File: src/rtl/dmem_portb_arbiter.sv
// Round-robin arbiter sharing DMEM port B between NUM_REQ masters, with burst
// ownership, forced release after MAX_BURST beats and tagged read-data return.
module dmem_portb_arbiter #(
  parameter int NUM_REQ   = 2,
  parameter int AW        = 7,
  parameter int DW        = 256,
  parameter int RD_LAT    = 2,
  parameter int MAX_BURST = 16
) (
  input  logic                  clk,
  input  logic                  reset,
  input  logic [NUM_REQ-1:0]    req,
  input  logic [NUM_REQ-1:0]    wr,
  input  logic [NUM_REQ-1:0]    last,
  input  logic [NUM_REQ*AW-1:0] addr,
  input  logic [NUM_REQ*DW-1:0] wdata,
  output logic [NUM_REQ-1:0]    gnt,
  output logic [NUM_REQ-1:0]    rvalid,
  output logic [DW-1:0]         rdata,
  output logic [AW-1:0]         ram_addr,
  output logic [DW-1:0]         ram_data,
  output logic                  ram_rden,
  output logic                  ram_wren,
  input  logic [DW-1:0]         ram_q
);

  localparam int OW = (NUM_REQ > 1) ? $clog2(NUM_REQ) : 1;
  localparam int BW = $clog2(MAX_BURST + 1);

  if (NUM_REQ < 2) begin : g_bad_num_req
    $error("dmem_portb_arbiter: NUM_REQ must be at least 2");
  end
  if (RD_LAT < 1) begin : g_bad_rd_lat
    $error("dmem_portb_arbiter: RD_LAT must be at least 1");
  end
  if (MAX_BURST < 1) begin : g_bad_max_burst
    $error("dmem_portb_arbiter: MAX_BURST must be at least 1");
  end

  typedef enum logic {
    IDLE = 1'b0,
    OWN  = 1'b1
  } state_t;

  state_t          state_q, state_d;
  logic [OW-1:0]   owner_q, owner_d;
  logic [OW-1:0]   prio_ptr_q, prio_ptr_d;
  logic [BW-1:0]   beat_cnt_q, beat_cnt_d;
  logic [RD_LAT-1:0] pipe_vld_q, pipe_vld_d;
  logic [OW-1:0]   pipe_tag_q [RD_LAT];
  logic [OW-1:0]   pipe_tag_d [RD_LAT];

  logic            arb_hit;
  logic [OW-1:0]   arb_idx;
  logic [OW-1:0]   next_ptr;
  logic            own_req, own_wr, own_last, beat;
  logic [AW-1:0]   own_addr;
  logic [DW-1:0]   own_wdata;

  // Round-robin pick: first requester at or above prio_ptr, wrapping.
  always_comb begin
    int idx;
    arb_hit = 1'b0;
    arb_idx = '0;
    idx     = 0;
    for (int k = 0; k < NUM_REQ; k++) begin
      idx = int'(prio_ptr_q) + k;
      if (idx >= NUM_REQ) idx = idx - NUM_REQ;
      if (!arb_hit && req[idx]) begin
        arb_hit = 1'b1;
        arb_idx = OW'(idx);
      end
    end
  end

  assign own_req   = req[owner_q];
  assign own_wr    = wr[owner_q];
  assign own_last  = last[owner_q];
  assign own_addr  = addr[int'(owner_q)*AW +: AW];
  assign own_wdata = wdata[int'(owner_q)*DW +: DW];
  assign next_ptr  = (owner_q == OW'(NUM_REQ - 1)) ? '0 : owner_q + OW'(1);

  always_comb begin
    // NOTE: every output of this block gets a default before the case, so no
    // path leaves a signal unassigned and no latch is inferred.
    state_d    = state_q;
    owner_d    = owner_q;
    prio_ptr_d = prio_ptr_q;
    beat_cnt_d = beat_cnt_q;
    gnt        = '0;
    beat       = 1'b0;
    ram_rden   = 1'b0;
    ram_wren   = 1'b0;
    ram_addr   = '0;
    ram_data   = '0;

    unique case (state_q)
      IDLE: begin
        if (arb_hit) begin
          owner_d    = arb_idx;
          beat_cnt_d = '0;
          state_d    = OWN;
        end
      end

      OWN: begin
        ram_addr     = own_addr;
        ram_data     = own_wdata;
        gnt[owner_q] = own_req;
        beat         = own_req;
        if (beat) begin
          ram_wren = own_wr;
          ram_rden = ~own_wr;
        end
        // Release on a final beat, a burst-limit beat, or a dropped request.
        if (!own_req || own_last || (beat_cnt_q == BW'(MAX_BURST - 1))) begin
          state_d    = IDLE;
          prio_ptr_d = next_ptr;
        end else begin
          beat_cnt_d = beat_cnt_q + BW'(1);
        end
      end

      default: state_d = IDLE;
    endcase
  end

  // Read-return pipeline tracks the issuing requester independent of ownership.
  always_comb begin
    pipe_vld_d    = pipe_vld_q;
    pipe_tag_d    = pipe_tag_q;
    pipe_vld_d[0] = ram_rden;
    pipe_tag_d[0] = owner_q;
    for (int i = 1; i < RD_LAT; i++) begin
      pipe_vld_d[i] = pipe_vld_q[i-1];
      pipe_tag_d[i] = pipe_tag_q[i-1];
    end
  end

  always_comb begin
    rvalid = '0;
    if (pipe_vld_q[RD_LAT-1]) rvalid[pipe_tag_q[RD_LAT-1]] = 1'b1;
    rdata = ram_q;
  end

  always_ff @(posedge clk or posedge reset) begin
    if (reset) begin
      state_q    <= IDLE;
      owner_q    <= '0;
      prio_ptr_q <= '0;
      beat_cnt_q <= '0;
      pipe_vld_q <= '0;
      // NOTE: the tag array is tiny and must not hold stale tags after reset,
      // so it is reset explicitly rather than left as an unreset memory.
      for (int i = 0; i < RD_LAT; i++) pipe_tag_q[i] <= '0;
    end else begin
      // NOTE: non-blocking assignments here so every flop samples the values
      // computed before the edge, independent of statement order.
      state_q    <= state_d;
      owner_q    <= owner_d;
      prio_ptr_q <= prio_ptr_d;
      beat_cnt_q <= beat_cnt_d;
      pipe_vld_q <= pipe_vld_d;
      pipe_tag_q <= pipe_tag_d;
    end
  end

endmodule

File: config.mk
export PLATFORM = sky130hd
export DESIGN_NAME = dmem_portb_arbiter
export DESIGN_NICKNAME = d
export VERILOG_FILES = /design/src/rtl/dmem_portb_arbiter.sv
export SDC_FILE = /design/constraint.sdc
export NUM_CORES = 1
export LEC_CHECK = 0
export ABC_AREA = 1
export BUFFER_PORTS_ARGS = -buffer_cell sky130_fd_sc_hd__buf_2
export CAP_MARGIN = 20
export CORE_AREA = 4 4 516 518
export CTS_CLUSTER_SIZE = 20
export DETAILED_ROUTE_END_ITERATION = 8
export DIE_AREA = 0 0 520 522
export SYNTH_ARGS = -nofsm -noshare
export SYNTH_HDL_FRONTEND = slang
export SYNTH_SLANG_ARGS = --single-unit
File: constraint.sdc
create_clock -name clk -period 4.25 [get_ports clk]
set_clock_uncertainty 0.15 [all_clocks]
set_input_delay 0.2125 -clock clk [delete_from_list [all_inputs] [get_ports clk]]
set_output_delay 0.2125 -clock clk [all_outputs]
set_load 0.05 [all_outputs]
==> PnR_summary.wiki, run 1 <==
{| class="wikitable"
! Metric !! Value
|-
| Cell count after synthesis || 1,220
|-
| Via count of the first global-routing pass || 11,200
|-
| Yosys cell types || 22
|-
| Final weighted congestion of routability-driven global placement || 1.15
|-
| Final-layout setup total negative slack || 0 ns
|-
| Die Area || 271,000 µm²
|-
| Worst setup path start || owner_q
|-
| Maximum frequency from static timing analysis || 0.291 GHz
|-
| Final setup violating endpoints || 0
|-
| Max Cap Viol || 0
|-
| Fraction of final layout cells sized beyond drive strength 1 || 50.4%
|-
| Detailed-router iteration count before antenna repair || 9
|-
| Cts repair resizes || 0
|-
| Share of synthesized registers carrying an async set or reset || 100%
|-
| Highest net fanout along the worst path || 60
|-
| Share of power burned in registers || 2.0%
|-
| Type of the setup path with the least slack || reg -> out
|-
| Slew HR || 36.0%
|-
| Synthesis Warnings || 0
|-
| Critical path endpoint category || output port
|-
| Final Critical Period || 3.44 ns
|-
| Post-synthesis area per instance || 5.31 µm²
|-
| # DRC || 41
|-
| Count of vias placed by the detailed router || 12,700
|-
| Worst slack on hold paths || 0.198 ns
|-
| Post-synthesis share of cell area spent on full adders, half adders and majority gates || 0.386%
|-
| Total track usage || 14.1%
|-
| Horiz. Die Dim || 520 µm
|-
| Core outline area || 262,000 µm²
|-
| Proportion of power drawn by combinational gates || 96.2%
|-
| Total CTS buffers || 3
|-
| Worst path required time || 3.89 ns
|-
| Result of the run || finished with violations
|-
| Area fraction in compound gates after synthesis || 20.6%
|-
| Util after Layout || 5.03%
|-
| Final period utilization || 80.9%
|-
| Worst path arrival time || 3.08 ns
|-
| Initial detailed-routing violation count || 1,548
|-
| Number of antenna-violating nets in the routed design || 0
|-
| WHS Path Cells || 0
|-
| Placed instance count || 5,245
|-
| # port buffers || 802
|-
| Summed area of non-filler cells in the final layout || 13,200 µm²
|-
| Crit path launch type || register
|-
| Layout overhead on the synthesized area || 103%
|-
| Max clock buf depth || 2
|-
| Tightest Pin Transition || 0.956 ns
|-
| Number of synthesized flops with an enable pin || 0
|-
| Clock tree from TritonCTS || yes
|-
| Hold violation count in the final report || 0
|-
| Die Ht || 522 µm
|-
| Instance area after placement || 12,900 µm²
|-
| Reg-to-reg startpoint || state_q
|-
| Per-cell via count in the routed design || 2.39
|-
| Reg2reg path depth || 5
|-
| WHS Endpoint || pipe_vld_q[1]
|-
| First-pass GRT wire length || 226 mm
|-
| Post-Synthesis Net Count || 2,012
|-
| Register area share after synthesis || 4.64%
|-
| Primary FF master, synth || sky130_fd_sc_hd__dfrtp_1
|-
| Layout Nets || 2,528
|-
| Leakage power total || 5.61 nW
|-
| Buffer cell driving the clock tree root || sky130_fd_sc_hd__clkbuf_16
|-
| Total congestion overflow || 0
|-
| I/O pin cnt || 1,315
|-
| P per Cell Area || 932 nW/µm²
|-
| Violations in the final reports || DRC
|-
| CTS Sinks || 12
|-
| Final routed wire length divided by cell count || 37.9 µm
|-
| Max-slew violation count || 0
|-
| Switching power share of the total || 81.5%
|-
| Std cell rows || 188
|-
| Critical R2R Capture || owner_q
|-
| Dominant combinational cell family by area after synthesis || buffers and inverters
|-
| Reg-to-reg slack, setup || 2.08 ns
|-
| Hold_sp || pipe_vld_q[0]
|-
| Path category of the worst min-delay check || reg -> reg
|-
| Fraction of synthesized area in multiplexers || 0%
|-
| Maximum level of the CTS H-tree || 1
|-
| Max IR drop VDD || 0.596 mV
|-
| Netlist area before placement || 6470 µm²
|-
| #FFs+latches synth || 12
|-
| Parity-gate share of the synthesized area counting xor and xnor cells || 0.135%
|-
| Power Internal || 2.27 mW
|-
| Clock latency of the later-clocked register in the worst-skew pair || 0.27 ns
|-
| Net switching component of the power || 10.0 mW
|-
| Clock input transition at the sequential cells of the worst setup and hold paths || 0.06 ns
|-
| Area share of and/or/nand/nor cells after synthesis || 34.6%
|-
| Final WL || 202 mm
|-
| Clock network power share || 1.8%
|-
| Placed wire-length estimate || 193 mm
|-
| Number of standard cells in the layout, taps in and fillers out || 5,329
|-
| Initial Util || 2.48%
|-
| Antenna violations before repair || 263
|-
| Maximum number of pins on one net before global-route repair || 89
|-
| RSZ-0062 raised after global routing || false
|}
## per-layer routing
metal  track usage, %  vias to the layer above  share of wire, %
li1                 -                     4716                 -
met1             11.2                     5489                27
met2             21.1                     1576                41
met3             17.1                      764                26
met4             4.89                      200               5.2
met5                0                        -              0.69
## synthesized netlist by cell type (3+ instances only)
master	n	area, µm²
sky130_fd_sc_hd__nand3_1	9	45.0
sky130_fd_sc_hd__nor2_1	531	1990
sky130_fd_sc_hd__o21ai_1	3	15.0
sky130_fd_sc_hd__o21ai_0	263	1320
sky130_fd_sc_hd__inv_1	14	52.6
sky130_fd_sc_hd__dfrtp_1	12	300
sky130_fd_sc_hd__nand2_4	3	33.8
sky130_fd_sc_hd__nand2_1	29	109
sky130_fd_sc_hd__buf_6	23	259
sky130_fd_sc_hd__buf_4	267	2000
sky130_fd_sc_hd__clkbuf_1	51	191
## layout by cell type, fill, tap and decap left out
master,synthesis,layout
sky130_fd_sc_hd__nor2_1,531,531
sky130_fd_sc_hd__xor2_1,1,1
sky130_fd_sc_hd__ha_1,2,2
sky130_fd_sc_hd__a21oi_1,1,1
sky130_fd_sc_hd__inv_1,14,14
sky130_fd_sc_hd__buf_2,2,798
sky130_fd_sc_hd__clkbuf_16,0,3
sky130_fd_sc_hd__nor2_8,1,1
sky130_fd_sc_hd__buf_12,2,4
sky130_fd_sc_hd__dfrtp_4,0,2
sky130_fd_sc_hd__nand3_4,1,1
sky130_fd_sc_hd__nand2_1,29,29
sky130_fd_sc_hd__buf_4,267,53
sky130_fd_sc_hd__nand3_1,9,9
sky130_fd_sc_hd__inv_12,0,1
sky130_fd_sc_hd__dfrtp_1,12,10
sky130_fd_sc_hd__nor2_2,1,1
sky130_fd_sc_hd__o21ai_0,263,230
sky130_fd_sc_hd__diode_2,0,79
sky130_fd_sc_hd__dlygate4sd3_1,0,1
sky130_fd_sc_hd__o21ai_2,0,3
sky130_fd_sc_hd__nand2_2,2,2
sky130_fd_sc_hd__o21ai_1,3,33
sky130_fd_sc_hd__nand2_4,3,3
sky130_fd_sc_hd__inv_2,1,1
sky130_fd_sc_hd__clkbuf_8,0,1
## through the flow
stage	worst slack, ns	total power [mW]
final	0.812	12.3
after detailed placement	1.08	12.2
after CTS	0.766	12.5
after global routing	0.797	12.7
after floorplan	2.17	7.65
after global placement	1.05	12.4
## worst max-delay path by stage
stage,cells after the start,slack (ns),to
6_report,6,0.81,ram_data[241]
2_1_floorplan,7,2.17,ram_wren
5_1_grt,6,0.80,ram_data[196]
3_3_place_gp,6,1.05,ram_data[196]
3_5_place_dp,6,1.08,ram_data[196]
4_1_cts,6,0.77,ram_data[196]
## cell type report
| cell class | count | area [µm²] |
|---|---|---|
| sequential | 12 | 308 |
| tap | 3515 | 4400 |
| inverter | 16 | 72.6 |
| antenna | 79 | 198 |
| multi-input combinational | 847 | 3620 |
| fill | 31500 | 248000 |
| clock buffer | 4 | 88.8 |
| timing repair buffer | 856 | 4480 |
## worst max-delay path, cell delays in order, from the launching register on
cell and delay (ns):
sky130_fd_sc_hd__dfrtp_4 0.56, sky130_fd_sc_hd__inv_12 0.34, sky130_fd_sc_hd__buf_12 0.28, sky130_fd_sc_hd__buf_4 0.40, sky130_fd_sc_hd__nor2_1 0.08, sky130_fd_sc_hd__nor2_1 0.58, sky130_fd_sc_hd__buf_2 0.42
## sequential cells by signal, summed over array words and instances, names as in the netlist
signal	count
beat_cnt_q	5
owner_q	1
pipe_tag_d	1
pipe_tag_q	1
pipe_vld_q	2
prio_ptr_q	1
state_q	1
## repair_timing
action                                 4_1_cts  5_1_grt
setup buffers                                0        0
hold buffers                                 1        0
endpoints found under the hold margin       12        0
## kinds of logic (layout without fill, tap and decap cells)
logic type               Yosys count  count (layout)
AO/OA/AOI/OAI                    267             267
XOR/XNOR                           1               1
adder cells (fa/ha/maj)            2               2
buffers and inverters            361             876
flip-flops                        12              12
other                              0              79
AND/OR/NAND/NOR                  577             577
## power by group through the flow
stage,Combinational [mW],Sequential (mW),Clock [mW]
floorplan,7.49,0.168,0
global route,12.2,0.265,0.242
finish,11.8,0.251,0.220
CTS,12.0,0.261,0.239
detailed placement,12.0,0.263,0
global placement,12.1,0.265,0
No activity file was read; power rests on OpenSTA's default activity.
==> run 2: changes to the inputs <==
Settings changed: CORE_AREA 4 4 516 518 to 4 4 505 507, DIE_AREA 0 0 520 522 to 0 0 509 511.
Clock period 4.25 ns to 3.2 ns, I/O delays scaled along.
==> PnR_summary.wiki, run 2 (synthesis results as in run 1) <==
{| class="wikitable"
! Metric !! Value
|-
| Critical path's largest stage delay || 0.65 ns
|-
| Antenna violations before repair || 284
|-
| Hold violation count in the final report || 0
|-
| Via count of the first global-routing pass || 11,400
|-
| Reg2reg path depth || 6
|-
| Clock tree from TritonCTS || yes
|-
| Max Cap Viol || 0
|-
| Clock input transition at the sequential cells of the worst setup and hold paths || 0.06 ns
|-
| Buffer cell driving the clock tree root || sky130_fd_sc_hd__clkbuf_16
|-
| Final WL || 205 mm
|-
| Largest Register || beat_cnt_q
|-
| Total track usage || 15.0%
|-
| Crit path launch type || register
|-
| Reg-to-reg startpoint || state_q
|-
| Highest net fanout along the worst path || 36
|-
| Maximum number of pins on one net before global-route repair || 97
|-
| Slowest cell on the critical path || sky130_fd_sc_hd__nor2_1
|-
| RSZ-0062 raised after global routing || false
|-
| Final Critical Period || 3.05 ns
|-
| Worst path required time || 2.89 ns
|-
| Placed wire-length estimate || 197 mm
|-
| Commonest cells after routing, fill and taps aside || sky130_fd_sc_hd__buf_2 (743), sky130_fd_sc_hd__nor2_1 (530), sky130_fd_sc_hd__o21ai_0 (251)
|-
| Horiz. Die Dim || 509 µm
|-
| Layout Nets || 2,525
|-
| Total congestion overflow || 0
|-
| Fraction of final layout cells sized beyond drive strength 1 || 50.2%
|-
| Total CTS buffers || 3
|-
| Core outline area || 250,000 µm²
|-
| Initial detailed-routing violation count || 1,396
|-
| CTS Sinks || 12
|-
| # DRC || 0
|-
| Max-slew violation count || 0
|-
| Hold_sp || ram_q[142]
|-
| Maximum level of the CTS H-tree || 1
|-
| Die Area || 260,000 µm²
|-
| Detailed-router iteration count before antenna repair || 7
|-
| Number of buffers added to fix hold violations after cts || 1
|-
| Slew HR || 43.9%
|-
| Maximum frequency from static timing analysis || 0.328 GHz
|-
| Registers with the most flip-flops || beat_cnt_q: 5 flops, pipe_vld_q: 2 flops
|-
| Ordered cell list for the critical path || inv_12, buf_12, buf_4, nor2_1, nor2_1, buf_12
|-
| P per Cell Area || 1240 nW/µm²
|-
| Type of the setup path with the least slack || reg -> out
|-
| Most frequent standard cell in the layout excluding fill and tap cells || sky130_fd_sc_hd__buf_2
|-
| WHS Path Cells || 0
|-
| Clock latency of the later-clocked register in the worst-skew pair || 0.26 ns
|-
| Worst slack on hold paths || 0.170 ns
|-
| Layout overhead on the synthesized area || 113%
|-
| Count of vias placed by the detailed router || 12,400
|-
| # port buffers || 802
|-
| Cts repair resizes || 0
|-
| Critical R2R Capture || pipe_vld_q[0]
|-
| Final weighted congestion of routability-driven global placement || 1.17
|-
| Leakage power total || 5.84 nW
|-
| Flip-flop count of the largest register after layout || 5
|-
| WHS Endpoint || rdata[142]
|-
| Critical path endpoint category || output port
|-
| Worst path arrival time || 2.74 ns
|-
| Util after Layout || 5.51%
|-
| Buf/Inv on CP || 4
|-
| Number of antenna-violating nets in the routed design || 0
|-
| Post-CTS setup-driven buffer insertion count || 0
|-
| Final routed wire length divided by cell count || 39.8 µm
|-
| Path category of the worst min-delay check || in -> out
|-
| Reg-to-reg slack, setup || 1.25 ns
|-
| Final period utilization || 95.3%
|-
| Max IR drop VDD || 0.526 mV
|-
| Per-cell via count in the routed design || 2.41
|-
| First-pass GRT wire length || 231 mm
|-
| Std cell rows || 184
|-
| Final setup violating endpoints || 0
|-
| Tightest Pin Transition || 0.832 ns
|-
| Max clock buf depth || 2
|-
| Die Ht || 511 µm
|-
| I/O pin cnt || 1,315
|-
| Final-layout setup total negative slack || 0 ns
|-
| Post-placement worst setup slack || 0.440 ns
|-
| Post-layout worst setup margin || 0.151 ns
|-
| Initial Util || 2.59%
|-
| Cell class contributing the biggest share of worst-path delay || buffers and inverters
|-
| Result of the run || finished clean
|}
-- run 2: cell types whose count changed in the layout (fill, tap and decap cells not counted), sizes merged --
cell	change
buf	-3
diode	-6
-- run 2: worst max-delay path by stage --
stage,start,endpoint,cells past startpoint
final,owner_q,ram_data[238],6
after global routing,owner_q,ram_data[248],6
after CTS,owner_q,ram_data[248],6
after detailed placement,owner_q,ram_data[248],6
after global placement,owner_q,ram_data[248],6
after floorplan,owner_q,ram_wren,7
-- run 2: routing by layer --
layer	global-route usage, %	wire, µm	vias up
met1	11.9	54600	5282
met2	23.5	88100	1520
li1	-	-	4708
met3	17.1	51300	742
met4	5.20	9960	186
met5	0	1300	-
-- run 2: cell type report --
cell class	count	area [µm²]
fillers	30100	237000
repair buffers	853	5360
well taps	3348	4190
multi-input cells	847	3610
flip-flops and latches	12	308
diodes	73	183
clock buffers	4	88.8
inverters	16	72.6
-- run 2: power breakdown --
part	leakage (nW)	internal, mW	switching [mW]	total [mW]
clock	0.0446	0.191	0.0970	0.288
sequential	0.154	0.208	0.185	0.394
combinational	5.64	3.65	12.8	16.4
-- run 2: metrics by stage --
step                      cells  instance area (µm²)  total power, mW
after detailed placement   5075                13500             17.1
after global routing       5116                13700             17.8
after CTS                  5080                13600             17.5
after floorplan            1220                 6470             10.2
after global placement     5075                13500             17.4
final                      5153                13800             17.1
-- run 2: worst register-to-register path: cells and delay by family (launching register included) --
family,cells,cell delay [ns]
flip-flops,1,0.77
buffers and inverters,3,0.55
AND/OR/NAND/NOR,3,0.41
